===== config.mk =====
export PLATFORM = sky130hd
export DESIGN_NAME = mod_mult_seq
export DESIGN_NICKNAME = d
export VERILOG_FILES = /design/src/rtl/mod_mult_seq.sv
export SDC_FILE = /design/constraint.sdc
export NUM_CORES = 1
export LEC_CHECK = 0
export CELL_PAD_IN_SITES_DETAIL_PLACEMENT = 1
export CELL_PAD_IN_SITES_GLOBAL_PLACEMENT = 1
export CORE_MARGIN = 2
export CORE_UTILIZATION = 49
export DETAILED_ROUTE_END_ITERATION = 10
export MAX_ROUTING_LAYER = met4
export PLACE_DENSITY_LB_ADDON = 0.1
export RECOVER_POWER = 100
export SLEW_MARGIN = 20
export SYNTH_ARGS = -nofsm -noshare
export SYNTH_HDL_FRONTEND = slang
export SYNTH_SLANG_ARGS = --single-unit

===== constraint.sdc =====
create_clock -name clk -period 18.6 [get_ports clk]
set_input_delay 3.72 -clock clk [delete_from_list [all_inputs] [get_ports clk]]
set_output_delay 3.72 -clock clk [all_outputs]
set_load 0.02 [all_outputs]

===== src/rtl/mod_mult_seq.sv =====
// Sequential interleaved modular multiplier: result = (a * b) mod p, one bit of a per cycle.
// Optional MODMUL_EARLY_EXIT_EN starts at the most significant 1 of a, shortening latency.
module mod_mult_seq #(
  parameter int unsigned W = 32
) (
  input  logic         clk,
  input  logic         reset,
  input  logic         start_i,
  input  logic [W-1:0] a_i,
  input  logic [W-1:0] b_i,
  input  logic [W-1:0] p_i,
  output logic [W-1:0] result_o,
  output logic         rdy_o,
  output logic         err_o
);

  localparam int unsigned IdxW = (W > 1) ? $clog2(W) : 1;

  typedef enum logic [1:0] {StIdle, StRun, StFail} state_e;

  state_e          state_q, state_d;
  logic [W-1:0]    a_q, a_d, b_q, b_d, p_q, p_d;
  logic [W-1:0]    r_q, r_d;
  logic [IdxW-1:0] idx_q, idx_d;
  logic [W-1:0]    result_q, result_d;
  logic            err_q, err_d;

  logic [IdxW-1:0] init_idx;
  logic [W+1:0]    t, two_p, p_ext;
  logic [W-1:0]    step;

`ifdef MODMUL_EARLY_EXIT_EN
  // a == 0 yields index 0: a single step with a zero bit produces r = 0.
  always_comb begin
    init_idx = '0;
    for (int unsigned i = 0; i < W; i++) begin
      if (a_i[i]) init_idx = IdxW'(i);
    end
  end
`else
  assign init_idx = IdxW'(W - 1);
`endif

  // r < p and b < p keep t below 3p, so one conditional subtraction of 2p or p suffices.
  always_comb begin
    t     = {1'b0, r_q, 1'b0} + (a_q[idx_q] ? {2'b00, b_q} : '0);
    two_p = {1'b0, p_q, 1'b0};
    p_ext = {2'b00, p_q};
    if (t >= two_p) begin
      step = W'(t - two_p);
    end else if (t >= p_ext) begin
      step = W'(t - p_ext);
    end else begin
      step = W'(t);
    end
  end

  always_comb begin
    state_d  = state_q;
    a_d      = a_q;
    b_d      = b_q;
    p_d      = p_q;
    r_d      = r_q;
    idx_d    = idx_q;
    result_d = result_q;
    err_d    = err_q;
    unique case (state_q)
      StIdle: begin
        if (start_i) begin
          a_d = a_i;
          b_d = b_i;
          p_d = p_i;
          if ((p_i == '0) || (b_i >= p_i)) begin
            state_d = StFail;
          end else begin
            state_d = StRun;
            r_d     = '0;
            idx_d   = init_idx;
          end
        end
      end
      StRun: begin
        r_d = step;
        if (idx_q == '0) begin
          result_d = step;
          err_d    = 1'b0;
          state_d  = StIdle;
        end else begin
          idx_d = idx_q - IdxW'(1);
        end
      end
      StFail: begin
        result_d = '0;
        err_d    = 1'b1;
        state_d  = StIdle;
      end
      default: state_d = StIdle;
    endcase
  end

  always_ff @(posedge clk or posedge reset) begin
    if (reset) begin
      state_q  <= StIdle;
      a_q      <= '0;
      b_q      <= '0;
      p_q      <= '0;
      r_q      <= '0;
      idx_q    <= '0;
      result_q <= '0;
      err_q    <= 1'b0;
    end else begin
      state_q  <= state_d;
      a_q      <= a_d;
      b_q      <= b_d;
      p_q      <= p_d;
      r_q      <= r_d;
      idx_q    <= idx_d;
      result_q <= result_d;
      err_q    <= err_d;
    end
  end

  assign rdy_o    = (state_q == StIdle);
  assign result_o = result_q;
  assign err_o    = err_q;

endmodule


Word level (Yosys, flattened, before mapping)
Cells that the tools add are included.
{"block": "op_classes", "add_sub_neg": 4, "n_mul": 0, "div_mod_pow": 0, "order_cmp": 4, "n_eq_ne": 6, "shift": 0, "mux": 20, "bitwise_logic": 0, "n_reduce_logical": 11}
{"op": "32-bit two-way mux", "count": 6}
{"op": "32-bit one-hot mux with 2 select lines", "count": 2}
{"op": "32-bit subtractor", "count": 2}
{"op": "33-bit by 32-bit adder with 34-bit output", "count": 1}
{"op": "34-bit by 32-bit greater-or-equal comparator with 1-bit output", "count": 1}
{"op": "34-bit by 33-bit greater-or-equal comparator with 1-bit output", "count": 1}
{"op": "32-bit greater-or-equal comparator", "count": 1}
{"op": "32-bit zero test", "count": 1}
{"op": "5-bit two-way mux", "count": 3}
{"op": "5-bit one-hot mux with 2 select lines", "count": 1}
{"op": "2-bit inequality test, second input constant", "count": 4}
{"op": "5-bit by 6-bit less-than comparator with 1-bit output, second input constant", "count": 1}
{"op": "2-bit two-way mux", "count": 3}
{"op": "2-bit AND reduction", "count": 3}
{"op": "1-bit binary-select mux with 5-bit select", "count": 1}
{"op": "5-bit zero test", "count": 1}
{"op": "5-bit by 1-bit subtractor with 5-bit output, second input constant", "count": 1}
{"op": "2-bit one-hot mux with 2 select lines", "count": 1}
{"op": "4-bit AND reduction", "count": 1}
{"op": "2-bit nonzero test", "count": 2}
{"op": "3-bit AND reduction", "count": 1}
{"op": "2-bit by 1-bit == test with 1-bit output, second input constant", "count": 1}
{"op": "2-bit == test, second input constant", "count": 1}
{"op": "2-bit zero test", "count": 1}
{"op": "other kinds (3)", "count": 4}
{"block": "totals", "reg_bits": 168, "latch_bits": 0, "ramBits": 0, "romBits": 0, "word_cells": 53, "n_memories": 0}

Depth between registers and ports, before layout
{"block": "depth", "ltp_word": 9, "mapped_depth": 34, "depth_no_buf": 28}

Least setup slack after synthesis
OpenSTA, ideal clock, no wires.
{"block": "synth_timing", "kind": "input port to flip-flop", "from": "input port b_i[0]", "to": "register r_q[27]", "setup_time_ns": 0.130, "arrival_ns": 5.836, "t_required_ns": 18.470, "setup_slack_ns": 12.634, "stages": 14, "path_buffers": 2, "cell_sequence": "inv_1 ha_1 nand2b_1 a21o_1 a21oi_1 o21ai_0 a2111oi_0 o21ai_0 a31oi_1 a21oi_1 clkbuf_1 clkbuf_1 a32oi_1 o21ai_0"}
{"block": "synth_between", "elab_chain_cells": 4}
{"element": "start, declared", "line": "10", "rtl": "input logic [W-1:0] b_i,"}
{"element": "32-bit greater-or-equal comparator", "line": "73", "rtl": "if ((p_i == '0) || (b_i >= p_i)) begin"}
{"element": "1-bit logical OR", "line": "73"}
{"element": "2-bit inequality test (no line)"}
{"element": "3-bit AND reduction (no line)"}
{"element": "end signal, assigned", "line": "116", "rtl": "r_q <= r_d;"}
{"element": "end, declared", "line": "23", "rtl": "logic [W-1:0] r_q, r_d;"}
No other way between the ends.
A chain may end at the register's enable or synchronous reset.

Worst setup path in the final report
{"block": "layout_timing", "from": "register idx_q[0]", "to": "register result_q[24], in the netlist result_o[24]"}
{"block": "layout_between", "elab_chain_cells": 9}
{"element": "start, declared", "line": "24", "rtl": "logic [IdxW-1:0] idx_q, idx_d;"}
{"element": "start signal, assigned", "line": "117", "rtl": "idx_q <= idx_d;"}
{"element": "1-bit binary-select mux with 5-bit select", "line": "46", "rtl": "t = {1'b0, r_q, 1'b0} + (a_q[idx_q] ? {2'b00, b_q} : '0);"}
{"element": "1-bit two-way mux (not written as such)", "line": "46"}
{"element": "32-bit two-way mux", "line": "46"}
{"element": "33-bit by 32-bit adder with 34-bit output", "line": "46"}
{"element": "32-bit subtractor / 34-bit by 32-bit greater-or-equal comparator with 1-bit output (equally long branches)", "line": "52, 51"}
{"element": "32-bit two-way mux", "line": "51", "rtl": "end else if (t >= p_ext) begin"}
{"element": "32-bit two-way mux", "line": "49", "rtl": "if (t >= two_p) begin"}
{"element": "32-bit two-way mux", "line": "84", "rtl": "if (idx_q == '0) begin"}
{"element": "32-bit one-hot mux with 2 select lines", "line": "67", "rtl": "unique case (state_q)"}
{"element": "end signal, assigned", "line": "118", "rtl": "result_q <= result_d;"}
{"element": "end, declared", "line": "25", "rtl": "logic [W-1:0] result_q, result_d;"}
Several ways; a longest one is shown, not always the timed one. The select of a mux whose other input is x is not followed.

==> metrics.yaml <==
status:
  status: "finished, violations left"
  violations: "capacitance limit, slew limit"
setup_path:
  max_stage_delay_ns: 1.25
  crit_slowest_cell: "clkbuf_1"
  cp_max_fo: 29
  arrival_ns: 10.21
  cp_cell_sequence: "mux4_2, o211ai_1, o211ai_1, nor2_2, clkbuf_1, nor2b_1, ha_1, a21oi_1, o21ai_0, a221oi_1, a21boi_0, o211ai_1, a21oi_1, xnor2_1, ha_1, and3_1, and4_1, a41oi_1, o21ai_0, a221oi_1, nand2_1, mux2_1, mux2i_1, o21ai_0"
  worstPathRequired_ns: 18.91
  crit_type: "flip-flop to flip-flop"
  start_kind: "flip-flop"
  cp_num_buf_inv: 1
  cp_top_family: "compound AO/OA/AOI/OAI gates"
  endpoint_kind: "flip-flop"
global_route:
  gr-total-overflow: 0
  antenna_found_initial: 0
  grt_start_max_net_pins: 103
  grt_pass1_wl_um: 68300
  use_met3_pct: 4.23
  use_met2_pct: 53.3
  busiest_layer: "met2"
  grt_pass1_vias: 12700
  grt_util_met1_pct: 40.2
  grtUsageTotal_pct: 32.0
sta:
  skew_ns: 0.0261
  fmaxAchievable_mhz: 101
  rsz0062_at_grt: "no"
  layout_min_cycle_time_ns: 9.89
  relSlewSlack_pct: -210
  setup_slack_ns: 8.71
  hold_viol: 0
  fin_crit_sh_pct: 53.2
  setup_viol: 0
  finalSetupTns_ns: 0
  tightest_slew_ns: 4.63
  drv_slew: 350
synth:
  synthSimpleGateAreaFrac_pct: 14.7
  syn_nets: 1682
  synth_top_area_share_pct: 32.0
  synth_enable_flop_cells: 0
  synth_seq_cells: 168
  syn-instance-count: 1451
  synth_top_family_by_area: "compound AO/OA/AOI/OAI gates"
  synth-async-reset-ratio_pct: 100
  synth-seq-area-share_pct: 32.0
  syn_area_per_cell_um2: 9.06
  synth-xor-area-share_pct: 5.00
  synth_mux_area_share_pct: 9.22
  synth_largest_area_cell: "dfrtp_1"
  synth_fa_ha_area_share_pct: 12.7
  synth-main-ff-cell: "dfrtp_1"
  synth_compound_area_share_pct: 22.0
  syn_area_um2: 13100
  synth_cell_type_count: 78
  synth_area_leaders: "dfrtp_1, ha_1, mux2_2"
  yosys_warnings: 0
cts:
  cts_tree: "yes"
  h-tree-depth: 4
  cts-resized-gates: 0
  postCtsSetupBuffers: 0
  cts_buffers: 17
  cts_buffer_depth: 2
  clkSinkCount: 168
  root_buffer: "clkbuf_16"
  postCtsHoldBufs: 0
  cts.clk_slew.worst_paths_ns: 0.10
  worstSkewPairLatency_ns: 0.47
floorplanning:
  core.rowCount: 59
  die_h_um: 168
  dieArea_um2: 28200
  io_pins: 133
  core_um2: 26200
  start_util_pct: 50.2
  fp.dieW_um: 168
worst_hold_path:
  hold_path_class: "flip-flop to flip-flop"
drt:
  drt_first_pass_iters: 7
  drc: 0
  vias: 11900
  wl_per_cell_um: 22.7
  first_iter_violations: 741
  wirelength_um: 43200
  ant_nets: 0
  routed_via_density: 6.23
cells_and_area:
  nNetsFinal: 1791
  drive_above_1_share_pct: 8.33
  areaGrowthSynthToFinish_pct: 16.5
  diodes: 0
placement:
  dp_slack_ns: 10.12
  hpwlAfterDp_um: 32900
  portBuffers: 132
  gp_congestion: 1.02
job:
  cap_violations: 6
[sequential cells by signal, summed over array words and instances (netlist names)]
register	cells
err_o	1
p_q	32
idx_q	5
state_q	2
a_q	32
b_q	32
result_o	32
r_q	32
[layout make-up]
type | instances | area, um2
clock buffers | 17 | 425
clock inverters | 15 | 193
fillers | 2978 | 10900
inverters | 92 | 347
multi-input cells | 1141 | 8360
flip-flops and latches | 168 | 4200
well taps | 335 | 419
repair buffers | 140 | 1370
[stage by stage]
stage	utilization, %	instance area [um2]	hold WS [ns]	instances
2_1_floorplan	-	13100	0.456	1451
6_report	58.4	15300	0.484	1908
5_1_grt	58.4	15300	0.513	1908
4_1_cts	58.6	15400	0.495	1908
3_3_place_gp	56.3	14700	0.465	1876
3_5_place_dp	56.3	14800	0.485	1876
[tightest hold or removal path, cell delays in order (launching register included)]
cell	delay (ns)
dfrtp_1	0.34
nand2_1	0.04
o21ai_0	0.06
[path summary, 6_finish.rpt]
path / from / end / slack, ns / cells after the start
max in group asynchronous: reset / p_q[13] / 8.80 / 3
worst max register to register: idx_q[0] / result_o[24] / 8.71 / 24
min in group asynchronous: reset / a_q[10] / 5.09 / 2
worst min register to register: result_o[17] / result_o[17] / 0.48 / 2
worst min-delay path: result_o[17] / result_o[17] / 0.48 / 2
worst max-delay path: idx_q[0] / result_o[24] / 8.71 / 24
[cells in the final DEF, fill, tap and decap left out, drive strengths merged, types with 13 or more instances in the layout]
master and n:
a211oi 15, nor2b 44, mux2 74, a21o 44, xnor2 49, nand3 32, dfrtp 168, mux2i 24
nand2 121, and3 13, clkbuf 21, a22o 28, nor3 15, o211ai 16, clkdlybuf4s50 95, a21oi 115
dlygate4sd3 37, o21a 14, o21ai 127, nand4 13, xor2 26, ha 129, nand2b 15, inv 99
nor2 73
[cells by family after synthesis]
family,after synthesis
AO/OA/AOI/OAI,445
XOR/XNOR,75
adder cells (fa/ha/maj),132
buffers and inverters,142
flip-flops,168
multiplexers,104
AND/OR/NAND/NOR,385
[synthesized netlist by cell type (all sizes together) (6+ instances only)]
cell type	number
xnor2	49
inv	92
a31oi	9
a32o	6
o21ai	127
a2111oi	6
clkbuf	34
a211o	6
a221oi	6
nand2b	15
mux4	6
mux2	74
nor4	11
nand3	32
nor2b	44
dfrtp	168
nand2	121
nand3b	7
a21o	44
and3	13
and4	9
nor3	15
and2	9
a22o	28
o21a	14
xor2	26
nor2	73
buf	16
ha	129
o21bai	8
or2	7
mux2i	24
a211oi	15
o211ai	16
a21oi	115
nand4	13
a21boi	6
[metal layers]
layer  routed length [um]  part of all wire, %  vias up
li1                     -                    -     5518
met1                19300                   45     5972
met2                20600                   48      313
met3                 1920                  4.5       93
met4                 1440                  3.3        0
met5                    0                    0        -
Power is left out: the tool's default activity adds up to more than one toggle a clock period on the data nets, which glitch-free logic cannot reach.
==> RTL edit 1 (same flow settings) <==
The parameter `W` goes from 32 to 16.
--- a/src/rtl/mod_mult_seq.sv
+++ b/src/rtl/mod_mult_seq.sv
@@ -3,3 +3,3 @@
 module mod_mult_seq #(
-  parameter int unsigned W = 32
+  parameter int unsigned W = 16
 ) (
Interface: changed (resized a_i, b_i, p_i and result_o); port bits go from 133 to 69. The function was not compared with the original's and may differ.
==> RTL edit 1 against the original RTL <==
- the run still ends with max-capacitance violations, max-slew violations left
- critical path depth fell by 21
- synthesized area fell by 50%
- non-clock buffer count fell by 64
- highest routed layer unchanged
- largest cell class unchanged
- routed wire length fell by 51%
- first-iteration DRC count fell by 53%
- worst setup slack improved by 2.0 ns
- cell area fell by 50%
- utilization rose by 0.079 points
- sequential cell count fell by 81
Power is left out: the tool's default activity adds up to more than one toggle a clock period on the data nets, which glitch-free logic cannot reach.
==> RTL edit 1: results (changes against the original RTL) <==
The tools report the largest net degree at the start of global routing as 70 (-32%). The tools report the flip-flop and latch count as 87 (-48%). For hold timing, the worst endpoint is b_q[11]$_DFFE_PP0P_. The source of the worst register-to-register timing path was idx_q[2]$_DFFE_PP0P_. The global routing usage summed across all routing layers was 31.6% (-0.37 points).

The commonest cells after synthesis are sky130_fd_sc_hd__nand2_1 (154), sky130_fd_sc_hd__dfrtp_1 (87), sky130_fd_sc_hd__o21ai_0 (68). The post-layout worst setup margin was 10.66 ns (+1.96 ns); the sequential portion of the cell area was 28.2% (+0.75 points). The highest fanout seen on the critical path works out to 69 (+140%).

The count of filler cells inserted in the layout came out at 1,587 (-47%). The run gives 33.1% (+1.1 points) as the portion of the post-synthesis area used by sequential elements. The kind of cell with the highest combined delay on the critical path is buffers and inverters. The well-tap cell count was 176 (-47%); the count of plain and timing-repair buffers was 76 (-46%). The run gives 171 (-51%) as the number of max-slew violations in the final report. The slew of the pin with the lowest slew margin was 3.78 ns (-0.845 ns).

The clock network area share came out at 4.04% (about the same). The area of the multi-input gates is 4100 um^2 (-51%). Compared with the post-synthesis result, the final layout area differs by 17.3%. The final wirelength is 21,200 um (-51%). The run gives 7.54 ns (-2.67 ns) as the worst path arrival time. The initial DRC count came out at 351 (-53%). For the net total in the final layout, the log shows 960 (-46%). The non-clock buffer area fraction after layout works out to 9.35% (+0.43 points). The routed length on met3 came out at 938 um (-51%).

The tools report the multi-input logic cell count as 619 (-46%). Number of buffers added by the clock tree synthesis step: 9 (-8). After synthesis, the cell types taking the most area are sky130_fd_sc_hd__dfrtp_1 (33%), sky130_fd_sc_hd__ha_1 (12%), sky130_fd_sc_hd__nand2_1 (8.8%). The run gives 3 (-3) as the max-capacitance violation count. For the wire length on met1, the log shows 9230 um (-52%). The global-route track usage on met3 came out at 5.51% (+1.3 points). The met2 usage was 51.4% (-1.9 points); the number of cells produced by synthesis was 779 (-46%). The global-route wire length before repair came out at 34,200 um (-50%). The critical hold path startpoint was b_q[11]$_DFFE_PP0P_. The first element of the critical path is reset. The number of global-route vias before repair was 6,557 (-48%). The half-perimeter wire length after placement came out at 16,400 um (-50%).

The wire length on met2 came out at 10,200 um (-50%). The worst setup skew after layout was 0.00765 ns (-0.0185 ns); the number of non-clock inverters was 49 (-47%). The placer congestion estimate came out at 0.961 (-5.6%).

The via count is 6,205 (-48%). The number of input and output port buffers inserted was 68 (-48%). The final reports fail on max-capacitance violations, max-slew violations.

The run finished, with violations left. The clock latency at the later pin of the worst-skew pair was 0.36 ns (-0.11 ns); the number of cells on the worst reg-to-reg path was 23 (-4.2%). The met1 track demand over resource in global routing was 38.9% (-1.3 points).
-- RTL edit 1: changes by cell type in the layout (fill, tap and decap cells not counted), moves of 35 or more --
cell | unedited run | this run
sky130_fd_sc_hd__dfrtp_1 | 168 | 87
sky130_fd_sc_hd__a21oi_1 | 111 | 34
sky130_fd_sc_hd__ha_1 | 129 | 64
sky130_fd_sc_hd__mux2_2 | 65 | 2
sky130_fd_sc_hd__o21ai_0 | 120 | 68
sky130_fd_sc_hd__clkdlybuf4s50_1 | 95 | 48
sky130_fd_sc_hd__inv_1 | 91 | 48
sky130_fd_sc_hd__nor2b_1 | 44 | 9
-- RTL edit 1: cell families after synthesis --
| family | share of synthesized area [%] |
|---|---|
| flip-flops | 33.1 |
| buffers and inverters | 4.43 |
| AND/OR/NAND/NOR | 20.7 |
| adder cells (fa/ha/maj) | 13.1 |
| XOR/XNOR | 3.86 |
| AO/OA/AOI/OAI | 20.7 |
| multiplexers | 4.15 |
==> RTL edit 2 (same settings) <==
Made on the original files. Take the reset off `b_q` and load it in a clocked block of its own.
--- a/src/rtl/mod_mult_seq.sv
+++ b/src/rtl/mod_mult_seq.sv
@@ -104,3 +104,2 @@
       a_q      <= '0;
-      b_q      <= '0;
       p_q      <= '0;
@@ -113,3 +112,2 @@
       a_q      <= a_d;
-      b_q      <= b_d;
       p_q      <= p_d;
@@ -122,2 +120,6 @@
 
+  always_ff @(posedge clk) begin
+    b_q <= b_d;
+  end
+
   assign rdy_o    = (state_q == StIdle);
Behaviour: no difference found for any inputs over 10 cycles, from zero or initial values and one cycle with reset high; that may be too few to reach the edited logic, so the function may still have changed.
==> RTL edit 2 against the original RTL <==
- the flow still finishes with violations (max-capacitance violations, max-slew violations)
- sequential cell count unchanged
- maximum frequency up 1.3%
- worst setup slack better by 0.13 ns
- synthesized area down 1.5%
- routed wire length up 9.3%
- cell area down 0.68%
- final cell count down 1.0%
- utilization up 0.099 points
- critical path type unchanged
Power is not shown: default switching activity piles up to over one toggle a cycle in this logic, so the estimate is an artifact.
==> RTL edit 2: results (changes against the original RTL) <==
The global-route track usage on met3 came out at 5.35% (+1.1 points). The number of max-slew violations in the final report was 376 (+7.4%); the largest net degree at the start of global routing was 87 (-16%). The critical path starts at idx_q[2]$_DFFE_PP0P_. Half-perimeter wire length after placement: 35,400 um (+7.7%).

The worst hold path begins at result_o[15]$_DFFE_PP0P_. The via count was 12,200 (+2.2%). The wire length on met1 was 19,600 um (+1.8%). The final reports fail on max-capacitance violations, max-slew violations. Xor-xnor portion of the synthesized cell area: 4.87% (-0.13 points).

The flow ran to the end, but the final reports show violations. The number of library cell types mapped by synthesis was 69 (-12%); the worst setup skew after layout was 0.0193 ns (-0.00680 ns). The initial DRC count is 936 (+26%). The wire length on met2 came out at 22,900 um (+11%). The portion of the post-synthesis area used by sequential elements was 33.7% (+1.7 points); the number of global-route vias before repair was 12,700 (+0.43%). The run gives 0.937 (-8.0%) as the placer congestion estimate.

The tools report the number of placed instances, taps included as 1,854 (-1.2%). The logs give 35.0% (+3.0 points) for the global routing usage summed across all routing layers and 1,662 (-1.2%) for the synthesized net count. The count of TritonRoute iterations in the first routing pass is 5 (-2). The arithmetic-cell share of the synthesized area counting full adders, half adders and majority gates was 12.9% (+0.19 points); the async set-reset flop share out of synthesis was 81.0% (-19 points). The logs give 7 (+1) for the max-capacitance violation count and 10.33 ns (+0.209 ns) for the placement-stage worst setup slack.
-- RTL edit 2: layout make-up --
type | count | area, um^2 | area share [%]
clock inverters | 15 | 214 | 1.41
diodes | 2 | 5.00 | 0.0329
clock buffers | 17 | 425 | 2.80
repair buffers | 144 | 1400 | 9.20
flip-flops and latches | 168 | 4360 | 28.7
multi-input cells | 1112 | 8030 | 52.8
inverters | 95 | 358 | 2.35
well taps | 335 | 419 | 2.76
-- RTL edit 2: final timing paths --
path                                             to  slack [ns]  cells after the start
max                        result_o[20]$_DFFE_PP0P_        8.83                     28
min                        result_o[15]$_DFFE_PP0P_        0.50                      1
max reg2reg                result_o[20]$_DFFE_PP0P_        8.83                     28
min reg2reg                result_o[15]$_DFFE_PP0P_        0.50                      1
max in group asynchronous    state_q[0]$_DFFE_PP0P_        9.73                      3
min in group asynchronous        p_q[6]$_DFFE_PP0P_        5.05                      2
